<file path="config.mk">
export PLATFORM = sky130hd
export DESIGN_NAME = video_led_ovl_flat
export DESIGN_NICKNAME = d
export VERILOG_FILES = /design/src/rtl/video_led_ovl_if.sv /design/src/rtl/video_led_ovl.sv /design/src/flat_wrapper.sv
export SDC_FILE = /design/constraint.sdc
export NUM_CORES = 2
export LEC_CHECK = 0
export ABC_AREA = 0
export CAP_MARGIN = 20
export CORE_UTILIZATION = 47
export DETAILED_ROUTE_END_ITERATION = 7
export PLACE_DENSITY_LB_ADDON = 0.05
export SLEW_MARGIN = 10
export SYNTH_ARGS = -nofsm -noshare
export SYNTH_HDL_FRONTEND = slang
export SYNTH_SLANG_ARGS = --single-unit
export TNS_END_PERCENT = 50
</file>
<file path="constraint.sdc">
create_clock -name CK_i -period 13.2 [get_ports CK_i]
set_clock_uncertainty 0.05 [all_clocks]
set_input_delay 1.32 -clock CK_i [delete_from_list [all_inputs] [get_ports CK_i]]
set_output_delay 1.32 -clock CK_i [all_outputs]
set_load 0.01 [all_outputs]
</file>
<file path="src/rtl/video_led_ovl_if.sv">
// Pixel-stream, LED-hit and shadow-table write signals shared between the
// LED overlay and whatever drives it.
interface video_led_ovl_if #(
    parameter int C_LED_N = 18,
    parameter int C_HW    = 9,
    parameter int C_VW    = 8
);
    localparam int C_IW = $clog2(C_LED_N);

    logic                   CK_EE_i;
    logic [C_LED_N-1:0]     LEDs_ON_i;
    logic [C_HW-1:0]        HCTRs_i;
    logic [C_VW-1:0]        VCTRs_i;
    logic                   WR_i;
    logic [C_IW-1:0]        WR_IDXs_i;
    logic [C_HW+C_VW+5:0]   WR_DATs_i;
    logic                   WR_ACK_o;
    logic                   LED_HIT_o;
    logic [C_IW:0]          LED_IDXs_o;
    logic                   LED_COLOR_ON_o;
    logic [2:0]             LED_COLOR_PHs_o;

    modport master (
        output CK_EE_i, LEDs_ON_i, HCTRs_i, VCTRs_i, WR_i, WR_IDXs_i, WR_DATs_i,
        input  WR_ACK_o, LED_HIT_o, LED_IDXs_o, LED_COLOR_ON_o, LED_COLOR_PHs_o
    );

    modport slave (
        input  CK_EE_i, LEDs_ON_i, HCTRs_i, VCTRs_i, WR_i, WR_IDXs_i, WR_DATs_i,
        output WR_ACK_o, LED_HIT_o, LED_IDXs_o, LED_COLOR_ON_o, LED_COLOR_PHs_o
    );
endinterface

</file>
<file path="src/rtl/video_led_ovl.sv">
// LED sprite overlay: judges each pixel against a frame-latched sprite table and
// reports the lowest-index hit two pixel-enables later, with per-LED blinking.
module video_led_ovl #(
    parameter int C_LED_N = 18,
    parameter int C_HW    = 9,
    parameter int C_VW    = 8,
    parameter int C_HALF  = 7,
    parameter int C_SHAPE = 0,
    parameter logic [C_LED_N*24-1:0] C_LOCsss = {
        24'h0101A8, 24'h010190, 24'h010178, 24'h010160, 24'h010148, 24'h010130,
        24'h010118, 24'h010100, 24'h0100E8, 24'h0100D0, 24'h0100B8, 24'h0100A0,
        24'h010088, 24'h010070, 24'h010058, 24'h010040, 24'h010028, 24'h010010},
    parameter logic [C_LED_N*6-1:0] C_ATTRsss = {(C_LED_N*6){1'b0}}
) (
    input  logic           CK_i,
    input  logic           XARST_i,
    video_led_ovl_if.slave bus
);
    localparam int C_IW    = $clog2(C_LED_N);
    localparam int DW      = C_HW + C_VW + 6;
    localparam int DTW     = C_HW + 1;
    localparam int Y_LSB   = C_HW;
    localparam int ATTR_LSB = C_HW + C_VW;
    localparam logic [C_IW:0] NONE  = {(C_IW+1){1'b1}};
    localparam logic [DTW:0]  HALF_S = (DTW+1)'(C_HALF);

    function automatic logic [DTW-1:0] abs_diff(input logic [DTW-1:0] a, input logic [DTW-1:0] b);
        return (a >= b) ? (a - b) : (b - a);
    endfunction

    function automatic logic blink_gate(input logic [1:0] mode, input logic slow, input logic fast);
        logic g;
        case (mode)
            2'd0:    g = 1'b1;
            2'd1:    g = ~slow;
            2'd2:    g = ~fast;
            2'd3:    g = slow;
            default: g = 1'b1;
        endcase
        return g;
    endfunction

    // Table entries are stored in write-bus order {BLINK, PH, COLOR_ON, Y, X}.
    function automatic logic [DW-1:0] reset_entry(input int idx);
        return {C_ATTRsss[idx*6 +: 2], C_ATTRsss[idx*6+2 +: 3], C_ATTRsss[idx*6+5],
                C_LOCsss[idx*24+12 +: C_VW], C_LOCsss[idx*24 +: C_HW]};
    endfunction

    logic [DW-1:0]      shadow_r [C_LED_N];
    logic [DW-1:0]      active_r [C_LED_N];
    logic [7:0]         frm_r;
    logic               tick_s;
    logic [C_LED_N-1:0] geo_hit_s;
    logic [C_IW:0]      win_s;
    logic               win_on_s;
    logic [5:0]         win_attr_s;
    logic [C_IW:0]      idx1_r, idx_r;
    logic               lit1_r, con1_r, hit_r, con_r, ack_r;
    logic [2:0]         ph1_r, ph_r;

    assign tick_s = bus.CK_EE_i && (bus.HCTRs_i == {C_HW{1'b0}}) && (bus.VCTRs_i == {C_VW{1'b0}});

    for (genvar g = 0; g < C_LED_N; g++) begin : g_geo
        logic [DTW-1:0] dx_s, dy_s;
        logic [DTW:0]   sum_s;
        assign dx_s  = abs_diff(DTW'(bus.HCTRs_i), DTW'(active_r[g][0 +: C_HW]));
        assign dy_s  = abs_diff(DTW'(bus.VCTRs_i), DTW'(active_r[g][Y_LSB +: C_VW]));
        assign sum_s = {1'b0, dx_s} + {1'b0, dy_s};
        assign geo_hit_s[g] = (C_SHAPE == 32'sd0)
                            ? (({1'b0, dx_s} <= HALF_S) && ({1'b0, dy_s} <= HALF_S))
                            : (sum_s <= HALF_S);
    end

    // Lowest geometric hit wins, whatever its on/blink state.
    always_comb begin
        win_s      = NONE;
        win_on_s   = 1'b0;
        win_attr_s = 6'd0;
        for (int i = C_LED_N - 1; i >= 0; i--) begin
            win_s      = geo_hit_s[i] ? (C_IW+1)'(i)              : win_s;
            win_on_s   = geo_hit_s[i] ? bus.LEDs_ON_i[i]          : win_on_s;
            win_attr_s = geo_hit_s[i] ? active_r[i][ATTR_LSB +: 6] : win_attr_s;
        end
    end

    // Shadow takes writes at any time; active snapshots shadow on frame ticks.
    always_ff @(posedge CK_i) begin
        if (!XARST_i) begin
            for (int i = 0; i < C_LED_N; i++) begin
                shadow_r[i] <= reset_entry(i);
                active_r[i] <= reset_entry(i);
            end
        end else begin
            for (int i = 0; i < C_LED_N; i++) begin
                if (tick_s) active_r[i] <= shadow_r[i];
                if (bus.WR_i && (bus.WR_IDXs_i == C_IW'(i))) shadow_r[i] <= bus.WR_DATs_i;
            end
        end
    end

    // Frame counter and write acknowledge.
    always_ff @(posedge CK_i) begin
        if (!XARST_i) begin
            frm_r <= 8'd0;
            ack_r <= 1'b0;
        end else begin
            ack_r <= bus.WR_i;
            if (tick_s) frm_r <= frm_r + 8'd1;
        end
    end

    // Two-stage judge pipeline, advancing only on pixel enable.
    always_ff @(posedge CK_i) begin
        if (!XARST_i) begin
            idx1_r <= NONE;
            lit1_r <= 1'b0;
            con1_r <= 1'b0;
            ph1_r  <= 3'd0;
            idx_r  <= NONE;
            hit_r  <= 1'b0;
            con_r  <= 1'b0;
            ph_r   <= 3'd0;
        end else if (bus.CK_EE_i) begin
            idx1_r <= win_s;
            lit1_r <= win_on_s & blink_gate(win_attr_s[5:4], frm_r[5], frm_r[3]);
            con1_r <= win_attr_s[0];
            ph1_r  <= win_attr_s[3:1];
            idx_r  <= idx1_r;
            hit_r  <= lit1_r && (idx1_r != NONE);
            con_r  <= (idx1_r != NONE) ? con1_r : 1'b0;
            ph_r   <= (idx1_r != NONE) ? ph1_r : 3'd0;
        end
    end

    assign bus.WR_ACK_o        = ack_r;
    assign bus.LED_HIT_o       = hit_r;
    assign bus.LED_IDXs_o      = idx_r;
    assign bus.LED_COLOR_ON_o  = con_r;
    assign bus.LED_COLOR_PHs_o = ph_r;
endmodule
</file>
<file path="src/flat_wrapper.sv">
// flat-port wrapper written by rule: the top's interface ports become plain ports
module video_led_ovl_flat 
#(
    parameter int C_LED_N = 18,
    parameter int C_HW    = 9,
    parameter int C_VW    = 8,
    parameter int C_HALF  = 7,
    parameter int C_SHAPE = 0,
    parameter logic [C_LED_N*24-1:0] C_LOCsss = {
        24'h0101A8, 24'h010190, 24'h010178, 24'h010160, 24'h010148, 24'h010130,
        24'h010118, 24'h010100, 24'h0100E8, 24'h0100D0, 24'h0100B8, 24'h0100A0,
        24'h010088, 24'h010070, 24'h010058, 24'h010040, 24'h010028, 24'h010010},
    parameter logic [C_LED_N*6-1:0] C_ATTRsss = {(C_LED_N*6){1'b0}}
)
  (CK_i, XARST_i, bus_CK_EE_i, bus_LEDs_ON_i, bus_HCTRs_i, bus_VCTRs_i, bus_WR_i, bus_WR_IDXs_i, bus_WR_DATs_i, bus_WR_ACK_o, bus_LED_HIT_o, bus_LED_IDXs_o, bus_LED_COLOR_ON_o, bus_LED_COLOR_PHs_o);
  video_led_ovl_if #(.C_LED_N(C_LED_N), .C_HW(C_HW), .C_VW(C_VW)) bus_i ();
  input  logic CK_i;
  input  logic XARST_i;
  input wire logic [$bits(bus_i.CK_EE_i)-1:0] bus_CK_EE_i;
  input wire logic [$bits(bus_i.LEDs_ON_i)-1:0] bus_LEDs_ON_i;
  input wire logic [$bits(bus_i.HCTRs_i)-1:0] bus_HCTRs_i;
  input wire logic [$bits(bus_i.VCTRs_i)-1:0] bus_VCTRs_i;
  input wire logic [$bits(bus_i.WR_i)-1:0] bus_WR_i;
  input wire logic [$bits(bus_i.WR_IDXs_i)-1:0] bus_WR_IDXs_i;
  input wire logic [$bits(bus_i.WR_DATs_i)-1:0] bus_WR_DATs_i;
  output wire logic [$bits(bus_i.WR_ACK_o)-1:0] bus_WR_ACK_o;
  output wire logic [$bits(bus_i.LED_HIT_o)-1:0] bus_LED_HIT_o;
  output wire logic [$bits(bus_i.LED_IDXs_o)-1:0] bus_LED_IDXs_o;
  output wire logic [$bits(bus_i.LED_COLOR_ON_o)-1:0] bus_LED_COLOR_ON_o;
  output wire logic [$bits(bus_i.LED_COLOR_PHs_o)-1:0] bus_LED_COLOR_PHs_o;
  assign bus_i.CK_EE_i = bus_CK_EE_i;
  assign bus_i.LEDs_ON_i = bus_LEDs_ON_i;
  assign bus_i.HCTRs_i = bus_HCTRs_i;
  assign bus_i.VCTRs_i = bus_VCTRs_i;
  assign bus_i.WR_i = bus_WR_i;
  assign bus_i.WR_IDXs_i = bus_WR_IDXs_i;
  assign bus_i.WR_DATs_i = bus_WR_DATs_i;
  assign bus_WR_ACK_o = bus_i.WR_ACK_o;
  assign bus_LED_HIT_o = bus_i.LED_HIT_o;
  assign bus_LED_IDXs_o = bus_i.LED_IDXs_o;
  assign bus_LED_COLOR_ON_o = bus_i.LED_COLOR_ON_o;
  assign bus_LED_COLOR_PHs_o = bus_i.LED_COLOR_PHs_o;
  video_led_ovl #(.C_LED_N(C_LED_N), .C_HW(C_HW), .C_VW(C_VW), .C_HALF(C_HALF), .C_SHAPE(C_SHAPE), .C_LOCsss(C_LOCsss), .C_ATTRsss(C_ATTRsss)) u_core (.CK_i(CK_i), .XARST_i(XARST_i), .bus(bus_i));
endmodule
</file>
==> flow_metrics.env <==
export IMPL_wire_per_inst_um=26.9
export IMPL_report_final_slew_viol_count=0
export IMPL_period_share_pct=58.1
export IMPL_synth_edf_count=828
export IMPL_r2r_cells=16
export IMPL_cpMaxStageDelayCell="clkinv_1"
export IMPL_r2r_start="u_core.active_r[0][289]"
export IMPL_clk_pin_slew_worst_paths_ns=0.05
export IMPL_crit_required_ns=13.74
export IMPL_status="finished clean"
export IMPL_timing_setup_tns_ns=0
export IMPL_path_max_fanout=12
export IMPL_cts_setup_buffers=0
export IMPL_grt_pass1_vias=44100
export IMPL_synth_nets=6698
export IMPL_maxCapViolations=0
export IMPL_powerDensity_nw_per_um2=109
export IMPL_cts_buffers_inserted=102
export IMPL_rsz0062_at_grt="false"
export IMPL_grt_max_degree=214
export IMPL_synth_cells=5946
export IMPL_num_vias=46900
export IMPL_die_area_um2=129000
export IMPL_worst_pin_slew_ns=1.23
export IMPL_coreArea_um2=126000
export IMPL_antenna_found_initial=24
export IMPL_dieWidth_um=360
export IMPL_yosysWarnings=0
export IMPL_hold_depth=2
export IMPL_htreeDepth=3
export IMPL_setup_viol=0
export IMPL_syn_area_um2=60200
export IMPL_crit_arrival_ns=8.20
export IMPL_gp_congestion=0.940
export IMPL_drc=0
export IMPL_cts_sinks=857
export IMPL_path_cells="buf_2 > buf_4 > clkinv_1 > buf_4 > ha_1 > nand2_1 > o21ai_0 > a211oi_2 > nor3b_1 > nor3_1 > nor4b_1 > nand4bb_1 > inv_1 > o311ai_0 > a311o_1 > and3_1 > a2111o_1 > a21bo_1 > a221o_1 > a21oi_1 > nor3_1"
export IMPL_die_h_um=360
export IMPL_ys_seq_elements=857
export IMPL_hold_viol=0
export IMPL_async_flop_share_pct=0
export IMPL_rr_endpoint="u_core.idx1_r[0]"
export IMPL_cts_tree="done"
export IMPL_wirelength_um=208000
export IMPL_root_buffer="clkbuf_16"
export IMPL_p_leak_nw=28.1
export IMPL_ant_nets=0
export IMPL_overflow=0
export IMPL_cts_hold_buf=0
export IMPL_synth_cell_type_count=94
export IMPL_ctsResizeCount=0
export IMPL_drt_iter0_drc=5194
export IMPL_ir_drop_uv=121
export IMPL_io_pins=79
export IMPL_nets=6732
export IMPL_worstSkewPairLatency_ns=0.72
export IMPL_worstSetupStartpointType="primary input"
export IMPL_clockBufferDepth=3
export IMPL_cp_end_kind="register"
export IMPL_detailedRoute_firstPassIterationCount=5
export IMPL_syn2layout_area_growth_pct=10.5
export IMPL_slew_headroom_pct=17.1
export IMPL_dp_hpwl_um=136000
export IMPL_grt_pass1_wl_um=299000
export IMPL_avgSynthCellArea_um2=10.1
export IMPL_worstSetupPathType="in -> reg"
export IMPL_initial_core_util_pct=47.7
export IMPL_finalCriticalPeriod_ns=7.67
export IMPL_max_freq_mhz=130
export IMPL_hold_class="reg -> reg"
export IMPL_port_buffer_count=78
export IMPL_finalPower_w=0.00726
export IMPL_slowest_delay_ns=0.80
export IMPL_ff2ff_setup_slack_ns=7.06
export IMPL_track_usage_pct=31.5
export IMPL_core_rowCount=130
export IMPL_synthFlopType="edfxtp_1"
export IMPL_viasPerCell=6.07
export IMPL_hold_path_endpoint="u_core.bus.LED_IDXs_o[4]"
export IMPL_layout_drive_gt1_share_pct=7.39
export IMPL_yosysSeqAreaShare_pct=42.3
export IMPL_hp_start="u_core.bus.LED_IDXs_o[4]"
report_power, final:
part           leakage (nW)  internal, W  switching (W)
combinational          18.0     0.000418       0.000818
sequential             8.51      0.00308      0.0000362
clock                  1.65      0.00170        0.00121
total                  28.1      0.00520        0.00206
area by class of cell:
cell class / count / area (um2)
Sequential cell: 857 / 25400
Timing Repair Buffer: 213 / 1750
Multi-Input combinational cell: 4285 / 31800
Fill cell: 11400 / 59800
Clock inverter: 71 / 742
Inverter: 521 / 1960
Tap cell: 1650 / 2060
Clock buffer: 115 / 2620
Antenna cell: 19 / 47.5
cells in the final DEF, fill, tap and decap left out, drive strengths merged, types with 33 or more instances in the layout:
master | netlist | final
ha | 613 | 613
a211oi | 78 | 78
clkinv | 2 | 55
buf | 12 | 155
o211ai | 54 | 54
fa | 72 | 72
nor3 | 61 | 61
clkdlybuf4s50 | 0 | 58
nand2 | 260 | 260
xnor2 | 59 | 59
or3 | 78 | 78
clkbuf | 271 | 115
nor2b | 73 | 73
nor2 | 249 | 249
o21bai | 40 | 40
mux2i | 103 | 103
nand4 | 77 | 77
xor2 | 55 | 55
and2 | 383 | 383
nand3 | 105 | 105
and3 | 380 | 380
a31oi | 62 | 62
edfxtp | 828 | 828
a21oi | 395 | 395
nand2b | 131 | 131
a21o | 126 | 126
o21ai | 260 | 260
o21a | 54 | 54
a21boi | 33 | 33
inv | 519 | 518
flip-flops by register name, summed over array words and instances, names as in the netlist:
signal	cells
u_core.active_r	414
u_core.bus.LED_COLOR_ON_o	1
u_core.bus.LED_COLOR_PHs_o	3
u_core.bus.LED_HIT_o	1
u_core.bus.LED_IDXs_o	6
u_core.bus.WR_ACK_o	1
u_core.con1_r	1
u_core.frm_r	6
u_core.idx1_r	6
u_core.lit1_r	1
u_core.ph1_r	3
u_core.shadow_r	414
synth_stat cells, types with 74 or more instances:
library cell	n	share of area, %
or3_1	78	0.81
and3_1	380	4.0
o21ai_0	255	2.1
clkbuf_1	270	1.7
ha_1	613	13
a211oi_1	74	0.92
nand2b_1	131	1.4
mux2i_1	103	1.7
edfxtp_1	828	41
inv_1	519	3.2
a21o_1	125	1.6
nand3_1	105	0.87
nand2_1	259	1.6
nand4_1	77	0.80
a21oi_1	394	3.3
nor2_1	248	1.5
and2_1	382	4.0
metal layers:
metal	track usage (%)	vias up	part of all wire, %
met3	4.15	303	7.6
met2	50.1	1811	45
met4	11.8	2	3.8
li1	-	21700	-
met5	0	-	0.0038
met1	43.8	23100	44
worst max-delay path by stage:
stage                             to      startpoint  slack (ns)
2_1_floorplan  u_core.active_r[0][0]  bus_VCTRs_i[1]        4.01
3_3_place_gp           u_core.lit1_r  bus_HCTRs_i[6]        4.95
3_5_place_dp           u_core.lit1_r  bus_HCTRs_i[6]        4.83
4_1_cts                u_core.lit1_r  bus_HCTRs_i[6]        5.60
5_1_grt                u_core.lit1_r  bus_HCTRs_i[6]        5.10
6_report               u_core.lit1_r  bus_HCTRs_i[6]        5.53
critical path, delay by kind of cell:
kind,cells,cell delay (ns)
compound gates,8,2.62
simple gates,7,1.68
buf+inv,5,2.06
fa+ha+maj,1,0.48
cells by family (layout without fill, tap and decap cells):
group           Yosys count  count (layout)  share of synthesized area, %
fa+ha+maj               685             685                          15.1
buf+inv                 804             920                          5.05
mux                     130             130                          2.22
xor+xnor                114             114                          1.66
simple gates           1953            1953                          18.2
compound gates         1403            1403                          15.5
flops                   857             857                          42.3
other cells               0              19                             0
stage by stage:
step | hold WS [ns] | util (%) | setup WS, ns | instance area [um2] | instances
after global placement | 0.406 | 49.9 | 4.95 | 63000 | 7523
after global routing | 0.450 | 52.6 | 5.10 | 66400 | 7712
after floorplan | 0.407 | - | 4.01 | 60200 | 5946
after CTS | 0.429 | 52.6 | 5.60 | 66400 | 7709
final | 0.421 | 52.7 | 5.53 | 66500 | 7731
after detailed placement | 0.413 | 49.9 | 4.83 | 63000 | 7523
Note: power is estimated with default switching activity, not from simulation.
